`src/rtl/dev_bus_arbiter.sv`:
```
// Two-master device-bus arbiter: latches the winning request, drives one bridge access, returns registered read data.
// Build option: define DEV_ARB_FIXED_PRIO_EN for fixed priority (M0 wins contention); default is round-robin.
module dev_bus_arbiter #(
    parameter logic [31:0] DEV0_BASE = 32'h7f00,
    parameter logic [31:0] DEV1_BASE = 32'h7f10,
    parameter int unsigned DEV_SPAN  = 12
) (
    input  logic        clk,
    input  logic        reset,
    input  logic        m0_req,
    input  logic        m1_req,
    input  logic [31:0] m0_addr,
    input  logic [31:0] m1_addr,
    input  logic [31:0] m0_wd,
    input  logic [31:0] m1_wd,
    input  logic        m0_we,
    input  logic        m1_we,
    output logic        m0_gnt,
    output logic        m1_gnt,
    output logic        m0_rvalid,
    output logic        m1_rvalid,
    output logic [31:0] rdata,
    output logic        err,
    output logic [31:0] PrAddr,
    output logic [31:0] PrWD,
    output logic        PrWE,
    input  logic [31:0] PrRD
);

    localparam logic [1:0] ST_IDLE   = 2'd0;
    localparam logic [1:0] ST_ACCESS = 2'd1;
    localparam logic [1:0] ST_RESP   = 2'd2;

    localparam logic [31:0] SPAN_M1   = 32'(DEV_SPAN) - 32'd1;
    localparam logic [31:0] DEV0_LAST = DEV0_BASE + SPAN_M1;
    localparam logic [31:0] DEV1_LAST = DEV1_BASE + SPAN_M1;

    logic [1:0]  state_q, state_d;
    logic [31:0] cur_addr_q, cur_addr_d;
    logic [31:0] cur_wd_q, cur_wd_d;
    logic        cur_we_q, cur_we_d;
    logic        cur_id_q, cur_id_d;
    logic        last_q, last_d;
    logic [31:0] rdata_q, rdata_d;
    logic        err_q, err_d;

    logic hit;
    logic in_access;
    logic in_resp;
    logic pick_m1;

    assign hit = ((cur_addr_q >= DEV0_BASE) && (cur_addr_q <= DEV0_LAST)) ||
                 ((cur_addr_q >= DEV1_BASE) && (cur_addr_q <= DEV1_LAST));

    assign in_access = (state_q == ST_ACCESS);
    assign in_resp   = (state_q == ST_RESP);

`ifdef DEV_ARB_FIXED_PRIO_EN
    assign pick_m1 = m1_req & ~m0_req;
`else
    // Under contention the master that did not win last time takes the bus.
    assign pick_m1 = m1_req & (~m0_req | ~last_q);
`endif

    always_comb begin
        // NOTE: every variable gets a default here so no path leaves it unassigned, which would infer a latch.
        state_d    = state_q;
        cur_addr_d = cur_addr_q;
        cur_wd_d   = cur_wd_q;
        cur_we_d   = cur_we_q;
        cur_id_d   = cur_id_q;
        last_d     = last_q;
        rdata_d    = rdata_q;
        err_d      = err_q;

        case (state_q)
            ST_ACCESS: begin
                rdata_d = (cur_we_q | ~hit) ? 32'd0 : PrRD;
                err_d   = ~hit;
                state_d = ST_RESP;
            end
            default: begin
                if (m0_req | m1_req) begin
                    cur_id_d   = pick_m1;
                    cur_addr_d = pick_m1 ? m1_addr : m0_addr;
                    cur_wd_d   = pick_m1 ? m1_wd   : m0_wd;
                    cur_we_d   = pick_m1 ? m1_we   : m0_we;
                    last_d     = pick_m1;
                    state_d    = ST_ACCESS;
                end else begin
                    state_d = ST_IDLE;
                end
            end
        endcase
    end

    // NOTE: sequential state uses non-blocking assignments so every register samples pre-edge values.
    always_ff @(posedge clk) begin
        if (reset) begin
            state_q    <= ST_IDLE;
            cur_addr_q <= '0;
            cur_wd_q   <= '0;
            cur_we_q   <= 1'b0;
            cur_id_q   <= 1'b0;
            last_q     <= 1'b1;
            rdata_q    <= '0;
            err_q      <= 1'b0;
        end else begin
            state_q    <= state_d;
            cur_addr_q <= cur_addr_d;
            cur_wd_q   <= cur_wd_d;
            cur_we_q   <= cur_we_d;
            cur_id_q   <= cur_id_d;
            last_q     <= last_d;
            rdata_q    <= rdata_d;
            err_q      <= err_d;
        end
    end

    assign m0_gnt    = in_access & ~cur_id_q;
    assign m1_gnt    = in_access &  cur_id_q;
    assign PrAddr    = in_access ? cur_addr_q : 32'd0;
    assign PrWD      = in_access ? cur_wd_q   : 32'd0;
    assign PrWE      = in_access & cur_we_q & hit;

    assign m0_rvalid = in_resp & ~cur_id_q;
    assign m1_rvalid = in_resp &  cur_id_q;
    assign rdata     = in_resp ? rdata_q : 32'd0;
    assign err       = in_resp & err_q;

endmodule

```
`config.mk`:
```
export PLATFORM = sky130hd
export DESIGN_NAME = dev_bus_arbiter
export DESIGN_NICKNAME = d
export VERILOG_FILES = /design/src/rtl/dev_bus_arbiter.sv
export SDC_FILE = /design/constraint.sdc
export NUM_CORES = 1
export LEC_CHECK = 0
export ABC_AREA = 1
export CORE_ASPECT_RATIO = 0.75
export CORE_MARGIN = 2
export CORE_UTILIZATION = 37
export DETAILED_ROUTE_END_ITERATION = 8
export GPL_TIMING_DRIVEN = 0
export PLACE_DENSITY = 0.87
export SYNTH_ARGS = -nofsm -noshare
export SYNTH_HDL_FRONTEND = slang
export SYNTH_SLANG_ARGS = --single-unit
export TNS_END_PERCENT = 50
```
`constraint.sdc`:
```
create_clock -name clk -period 1.2 [get_ports clk]
set_input_delay 0.24 -clock clk [delete_from_list [all_inputs] [get_ports clk]]
set_output_delay 0.24 -clock clk [all_outputs]
set_load 0.01 [all_outputs]
```
==> key figures, run 1 <==
Die
  • Die height: 109 µm
  • Num rows: 38
  • CORE AREA: 14500 µm²
  • Initial core utilization: 0.379
  • Die width: 144 µm
  • DIE AREA: about 16000 µm²
  • Number of placed I/O pins: 268

Routing
  • DRC: 0
  • First DRT Iteration DRCs: 413
  • WL final: a little over 20000 µm
  • Drt first pass iters: 5
  • Final antenna-violating net count: 0
  • DR vias: 6478
  • Routed vias/inst: 4.65
  • Wire length per cell: 14.7 µm

Power
  • Maximum vdd ir drop: 0.702 mV
  • Power Dens Cells: 999 nW/µm²
  • Sw frac: 0.299
  • Clk pwr share: 0.305
  • Logic pwr share: 0.281
  • Leak: 4.52 nW
  • Internal Pwr Total: 6.45 mW
  • Part of the power in registers: 0.414
  • P_sw: roughly 2.8 mW

Synth
  • Sequential area share after synthesis: 0.373
  • Largest area contributor in the netlist: dfxtp_1
  • Post-Syn Area per Cell: just over 6 µm²
  • Top-count cell post-synth: nand2_1
  • Synth warn: 0
  • Synth cell types: 18
  • Post-synthesis cell count: 888
  • Area contributors post-synth: dfxtp_1 (37%), nand2_1 (14%), inv_1 (13%)
  • Post-synth ARST share: 0
  • Synth Register Bits: 102
  • Commonest cells in the netlist: nand2_1 (204), inv_1 (185), nor2_1 (150)
  • Ys flop type: dfxtp_1
  • Number of synthesized flops with an enable pin: 0
  • Synthesized Nets: 1054
  • Top cell type's share of synthesized area: 0.373
  • Mapped cell area: 5480 µm²

Global routing
  • Gr usage total: 0.246
  • Vias in the first global route: around 6.1k
  • Antenna violations before repair: 1
  • Pin count of the biggest net entering global routing: 17
  • Grt ovf: 0
  • First-pass GRT wire length: 30300 µm

Job
  • Max Cap Viol: 0

STA
  • Unrepaired setup endpoints after global routing: yes
  • Hold WS: between 400 and 500 ps
  • Peak Freq: about 0.59 GHz
  • Final setup vio count: 204
  • Worst-Margin Slew: 590 ps
  • Final Skew: 8.13 ps
  • Final Max Tran Viols: 0
  • Tmin final: approximately 1700 ps
  • Post-route setup slack: -486 ps
  • Final Hold Fails: 0
  • Tcrit/Tclk final: 1.40
  • Max_slew headroom: 0.607

CTS
  • TritonCTS Sinks: a little over 100
  • H-Tree Depth: 3
  • Cts hold-fix bufs: 0
  • CTS tree: built
  • Worst-case clock buffer depth: 2
  • Clk slew on worst S/H paths: 70 ps
  • Cts bufs inserted: 9
  • Worst-Skew Late Latency: 330 ps
  • CTS root buf: clkbuf_16

Worst setup path
  • Critical Path End: PrWD[31]
  • Crit path kind: register to output port
  • Worst Path Arrival: 1450 ps
  • R2r startpoint: cur_addr_q[5]$_SDFFE_PP0P_
  • Critical Path Source: state_q[0]$_SDFF_PP0_
  • CP Max Fanout: 5
  • Startpoint Class: register
  • CP required: 960 ps
  • Reg2Reg Depth: 10
  • Worst R2R Setup Slack: -360 ps
  • CP Capture Type: output port
  • Worst reg2reg path endpoint: rdata_q[27]$_SDFFE_PP0P_

Worst hold path
  • Hold Crit Start: rdata_q[30]$_SDFFE_PP0P_
  • HP Class: register to register

Placement
  • Routability cong.: 0.856
  • Hpwl dp: roughly 15000 µm
  • Port buffer count: 267
  • Post-DP Area: 8680 µm²

Cells and area
  • Finished Cell Area: 9220 µm²
  • Layout area overhead: 68.4%
  • NumNets Final: 1352
  • End-of-flow core utilization: 0.638
  • FILL cells: 1306
  • Share of layout cells above drive strength 1: 0.233

Run status
  • Status: finished, violations left
  • Failing checks: negative setup slack
registers in the layout, summed over array words and instances (netlist names):
register    flops
cur_addr_q     32
cur_wd_q       32
rdata_q        32
state_q         2
cur_id_q        1
cur_we_q        1
err_q           1
last_q          1
layout by cell type, fill, tap and decap left out, types with 2 or more instances in the layout:
cell             netlist  layout
nand2_1              204     198
nand2_2                0       5
clkbuf_4               0       2
buf_12                 0       4
buf_2                 28      98
inv_2                 10      11
nand3_2                0       5
clkbuf_1              14       4
nor2_4                 3      40
buf_6                  3      29
clkbuf_8               0       6
clkbuf_16              0      15
inv_1                185     183
buf_8                  0       3
clkdlybuf4s50_1        0     165
nand3_1               90      84
dfxtp_2                0       6
dfxtp_1              102      95
clkbuf_2               0       2
o211ai_1              56      56
a21oi_1               19      19
nor2_1               150      98
o21ai_1                9      10
buf_16                 0       4
nor2_2                 1      16
buf_4                 11      22
power by group through the flow:
stage / clock, mW / sequential, mW / combinational [mW]
6_report: 2.81 / 3.81 / 2.59
5_1_grt: 3.00 / 3.83 / 2.83
4_1_cts: 2.88 / 3.79 / 2.52
3_5_place_dp: 0 / 3.87 / 2.37
3_3_place_gp: 0 / 3.86 / 2.32
2_1_floorplan: 0 / 3.82 / 1.29
logic make-up after synthesis:
group / synth area share
AND/OR/NAND/NOR: 0.333
buffers and inverters: 0.191
flip-flops: 0.373
AO/OA/AOI/OAI: 0.103
area by class of cell:
class                           count  area (µm²)  share of cell area
Antenna cell                        1        2.50            0.000271
Buffer                             57         534              0.0579
Clock buffer                       12         256              0.0278
Clock inverter                      4        30.0             0.00326
Inverter                          195         734              0.0797
Multi-Input combinational cell    534        2770               0.300
Sequential cell                   102        2050               0.223
Tap cell                          200         250              0.0271
Timing Repair Buffer              287        2590               0.281
worst max-delay path: stages (launching register included):
cell and delay [ps]:
dfxtp_2 330, inv_2 50, nor2_4 120, inv_4 80, buf_12 150, buf_4 160
nor2_1 80, buf_2 140
metrics by stage:
step / setup TNS [ps] / total power [mW] / instances / setup slack (ps)
after detailed placement: -120700 / 6.24 / 1355 / -734
after global placement: -116940 / 6.18 / 1355 / -746
final: -62770 / 9.21 / 1392 / -486
after global routing: -76650 / 9.66 / 1392 / -533
after floorplan: -253 / 5.11 / 888 / -8.45
after CTS: -64980 / 9.19 / 1384 / -502
how the worst min path moves through the flow:
stage / slack, ps / cells after the start / end
2_1_floorplan: 310 / 1 / cur_id_q$_SDFFE_PP0P_
4_1_cts: 450 / 3 / cur_addr_q[14]$_SDFFE_PP0P_
3_5_place_dp: 440 / 2 / rdata_q[31]$_SDFFE_PP0P_
3_3_place_gp: 440 / 2 / rdata_q[31]$_SDFFE_PP0P_
6_report: 450 / 2 / rdata_q[30]$_SDFFE_PP0P_
5_1_grt: 460 / 3 / cur_addr_q[19]$_SDFFE_PP0P_
repair_timing:
action	CTS	global route
pin swaps	5	15
cloned	5	5
gates resized for setup	479	65
buffers inserted	8	2
setup endpoints to repair	202	204
layer usage:
| metal | global-route usage | wire, µm |
|---|---|---|
| met5 | 0 | 0 |
| met4 | 0.0853 | 641 |
| met3 | 0.0457 | 1350 |
| met2 | 0.414 | 9530 |
| met1 | 0.318 | 8890 |
Note: power is estimated with default switching activity, not from simulation.
==> run 2, diff against run 1 <==
- CELL_PAD_IN_SITES_DETAIL_PLACEMENT: not set -> 0
- CELL_PAD_IN_SITES_GLOBAL_PLACEMENT: not set -> 1
- CORE_UTILIZATION: 37 -> 24
==> run 2 against run 1 <==
Compared with the run above:
- largest cell class unchanged
- highest routed layer unchanged
- sequential cell count is the same
- clock power shrank 2%
- worst hold slack lost 2.2 ps
- the run still ends with negative setup slack left
- clock skew is essentially flat
==> key figures, run 2 (synthesized netlist as in run 1, its figures left out) <==
Run status
  • Status: finished, violations left
  • Failing checks: negative setup slack

CTS
  • CTS tree: built
  • Worst-case clock buffer depth: 2 (unchanged)
  • Cts bufs inserted: 9 (unchanged)
  • TritonCTS Sinks: 102 (unchanged)
  • Clk slew on worst S/H paths: 70 ps (about the same)
  • H-Tree Depth: 3 (unchanged)
  • CTS root buf: clkbuf_16
  • Worst-Skew Late Latency: 350 ps (+20 ps)

STA
  • Hold WS: 448 ps (-2.16 ps)
  • Post-route setup slack: -501 ps (-15.7 ps)
  • TNS Setup: -71270 ps (-8510 ps)
  • Max_slew headroom: 0.525 (-0.0822)
  • Final setup vio count: 203 (-0.49%)
  • Final Hold Fails: 0 (unchanged)
  • Tmin final: 1700 ps (+15.7 ps)
  • Worst-Margin Slew: 713 ps (+123 ps)
  • Final Max Tran Viols: 0 (unchanged)
  • Peak Freq: 0.588 GHz (-0.92%)
  • Tcrit/Tclk final: 1.42 (+0.0131)
  • Unrepaired setup endpoints after global routing: yes
  • Final Skew: 8.32 ps (+0.185 ps)

Power
  • Leak: 4.58 nW (+1.4%)
  • Power Dens Cells: 955 nW/µm² (-4.4%)
  • PnR Total Power: 9.35 mW (+1.6%)
  • Maximum vdd ir drop: 0.608 mV (-13%)

Worst setup path
  • Worst R2R Setup Slack: -410 ps (-50 ps)
  • Most used cell, CP: nor2_4
  • Reg2Reg Depth: 8 (-2)
  • Critical Path End: PrWD[1]
  • Worst Path Arrival: 1460 ps (about the same)
  • WP buf/inv: 4 (-1)
  • R2r startpoint: state_q[0]$_SDFF_PP0_
  • CP max-delay cell: dfxtp_4
  • CP Capture Type: output port
  • Top Family by Delay on Critical Path: buffers and inverters
  • WP depth: 6 (-1)
  • Crit path kind: register to output port
  • CP Max Fanout: 8 (+3)
  • Worst reg2reg path endpoint: cur_addr_q[16]$_SDFFE_PP0P_
  • Critical Path Source: state_q[1]$_SDFF_PP0_
  • CP required: 960 ps (about the same)
  • Cell Chain, Critical Path: nor2_4 -> inv_4 -> buf_12 -> buf_16 -> nor2_4 -> buf_6
  • Startpoint Class: register
  • CP max stage delay: 370 ps (+40 ps)

Die
  • Die height: 135 µm (+23%)
  • DIE AREA: 24100 µm² (+52%)
  • Num rows: 47 (+24%)
  • Number of placed I/O pins: 268 (unchanged)
  • Initial core utilization: 0.246 (-0.133)
  • CORE AREA: 22200 µm² (+54%)
  • Die width: 178 µm (+23%)

Routing
  • DRC: 0 (unchanged)
  • Routed vias/inst: 4.22 (-9.3%)
  • Drt first pass iters: 4 (-1)
  • DR vias: 6287 (-2.9%)
  • First DRT Iteration DRCs: 233 (-44%)
  • Wire length per cell: 14.4 µm (-1.9%)
  • Final antenna-violating net count: 0 (unchanged)
  • WL final: 21400 µm (+4.9%)

Global routing
  • Antenna violations before repair: 1 (unchanged)
  • GRT busiest layer: met2
  • Gr usage total: 0.171 (-0.0745)
  • GR met2 Demand/Resource: 0.282 (-0.131)
  • First-pass GRT wire length: 31600 µm (+4.5%)
  • Met3 GRT Util: 0.0377 (-0.00801)
  • Vias in the first global route: 5962 (-2.2%)
  • Met1 GRT Util: 0.226 (-0.0922)
  • Pin count of the biggest net entering global routing: 16 (-1)
  • Grt ovf: 0 (unchanged)

Cells and area
  • Largest regs: cur_addr_q: 32 flops, cur_wd_q: 32 flops, rdata_q: 32 flops
  • Share of layout cells above drive strength 1: 0.263 (+0.0296)
  • Layout area overhead: 78.9%
  • Commonest cells after routing, fill and taps aside: nand2_1 (195), inv_1 (183), clkdlybuf4s50_1 (165), dfxtp_1 (88), nor2_1 (87)
  • Leading cell type in the layout, fill and taps excluded: nand2_1
  • NumNets Final: 1358 (+0.44%)
  • Final std cells w/o fill: 1489 (+7.0%)
  • End-of-flow core utilization: 0.441 (-0.197)

Worst hold path
  • HP Class: register to register

Placement
  • Port buffer count: 267 (unchanged)
  • Hpwl dp: 16000 µm (+6.9%)
  • Routability cong.: 0.788 (-8.0%)
  • Placed insts: 1449 (+6.9%)

Job
  • Max Cap Viol: 0 (unchanged)
==> run 2: through the flow <==
step	cell area, µm²	setup slack, ps
5_1_grt	9800	-563
3_5_place_dp	8790	-757
3_3_place_gp	8790	-757
6_report	9800	-501
4_1_cts	9370	-516
2_1_floorplan	5750	-8.45
==> run 2: timing repair <==
| item | CTS | global route |
|---|---|---|
| setup buffers | 9 | 4 |
| pin swaps | 7 | 24 |
| hold buffers | 0 | 0 |
| resized for setup | 528 | 74 |
| gates cloned | 6 | 7 |
| setup endpoints to repair | 203 | 204 |
==> run 2: metal layers <==
metal	wire (µm)	share of wire
met5	0	0
met4	375	0.018
met3	1360	0.063
met2	9750	0.46
met1	9940	0.46
==> run 2: worst min path at each step <==
stage                                  endpoint  slack, ps                     start  depth (start not counted)
floorplan                 cur_id_q$_SDFFE_PP0P_        310                     reset                          1
global placement        rdata_q[1]$_SDFFE_PP0P_        440   rdata_q[1]$_SDFFE_PP0P_                          2
detailed placement     rdata_q[19]$_SDFFE_PP0P_        440  rdata_q[19]$_SDFFE_PP0P_                          2
CTS                 cur_addr_q[16]$_SDFFE_PP0P_        440               m0_addr[16]                          3
global route        cur_addr_q[16]$_SDFFE_PP0P_        440               m0_addr[16]                          3
finish                 rdata_q[10]$_SDFFE_PP0P_        450  rdata_q[10]$_SDFFE_PP0P_                          2
==> run 2: area by class of cell <==
| type | count | area [µm²] |
|---|---|---|
| clock buffers | 10 | 239 |
| plain buffers | 57 | 566 |
| flip-flops and latches | 102 | 2060 |
| repair buffers | 293 | 2920 |
| fillers | 2284 | 12400 |
| clock inverters | 3 | 23.8 |
| inverters | 195 | 734 |
| diodes | 1 | 2.50 |
| multi-input cells | 534 | 2880 |
| well taps | 294 | 368 |
==> run 2: worst min-delay path, delay by kind of cell (launching register included) <==
family	cells	cell delay, ps
and+or+nand+nor	2	100
DFF	1	310
==> run 2: where the power goes <==
group          internal (mW)  total [mW]  switching (mW)
sequential              3.64        3.80           0.161
clock                   1.44        2.76            1.32
combinational           1.42        2.79            1.37
total                   6.50        9.35            2.85
==> run 3, diff against run 2 <==
- GPL_ROUTABILITY_DRIVEN: not set -> 0
==> results of run 3 <==
Same layout as run 2: the final DEF is identical, and so are final timing and power.
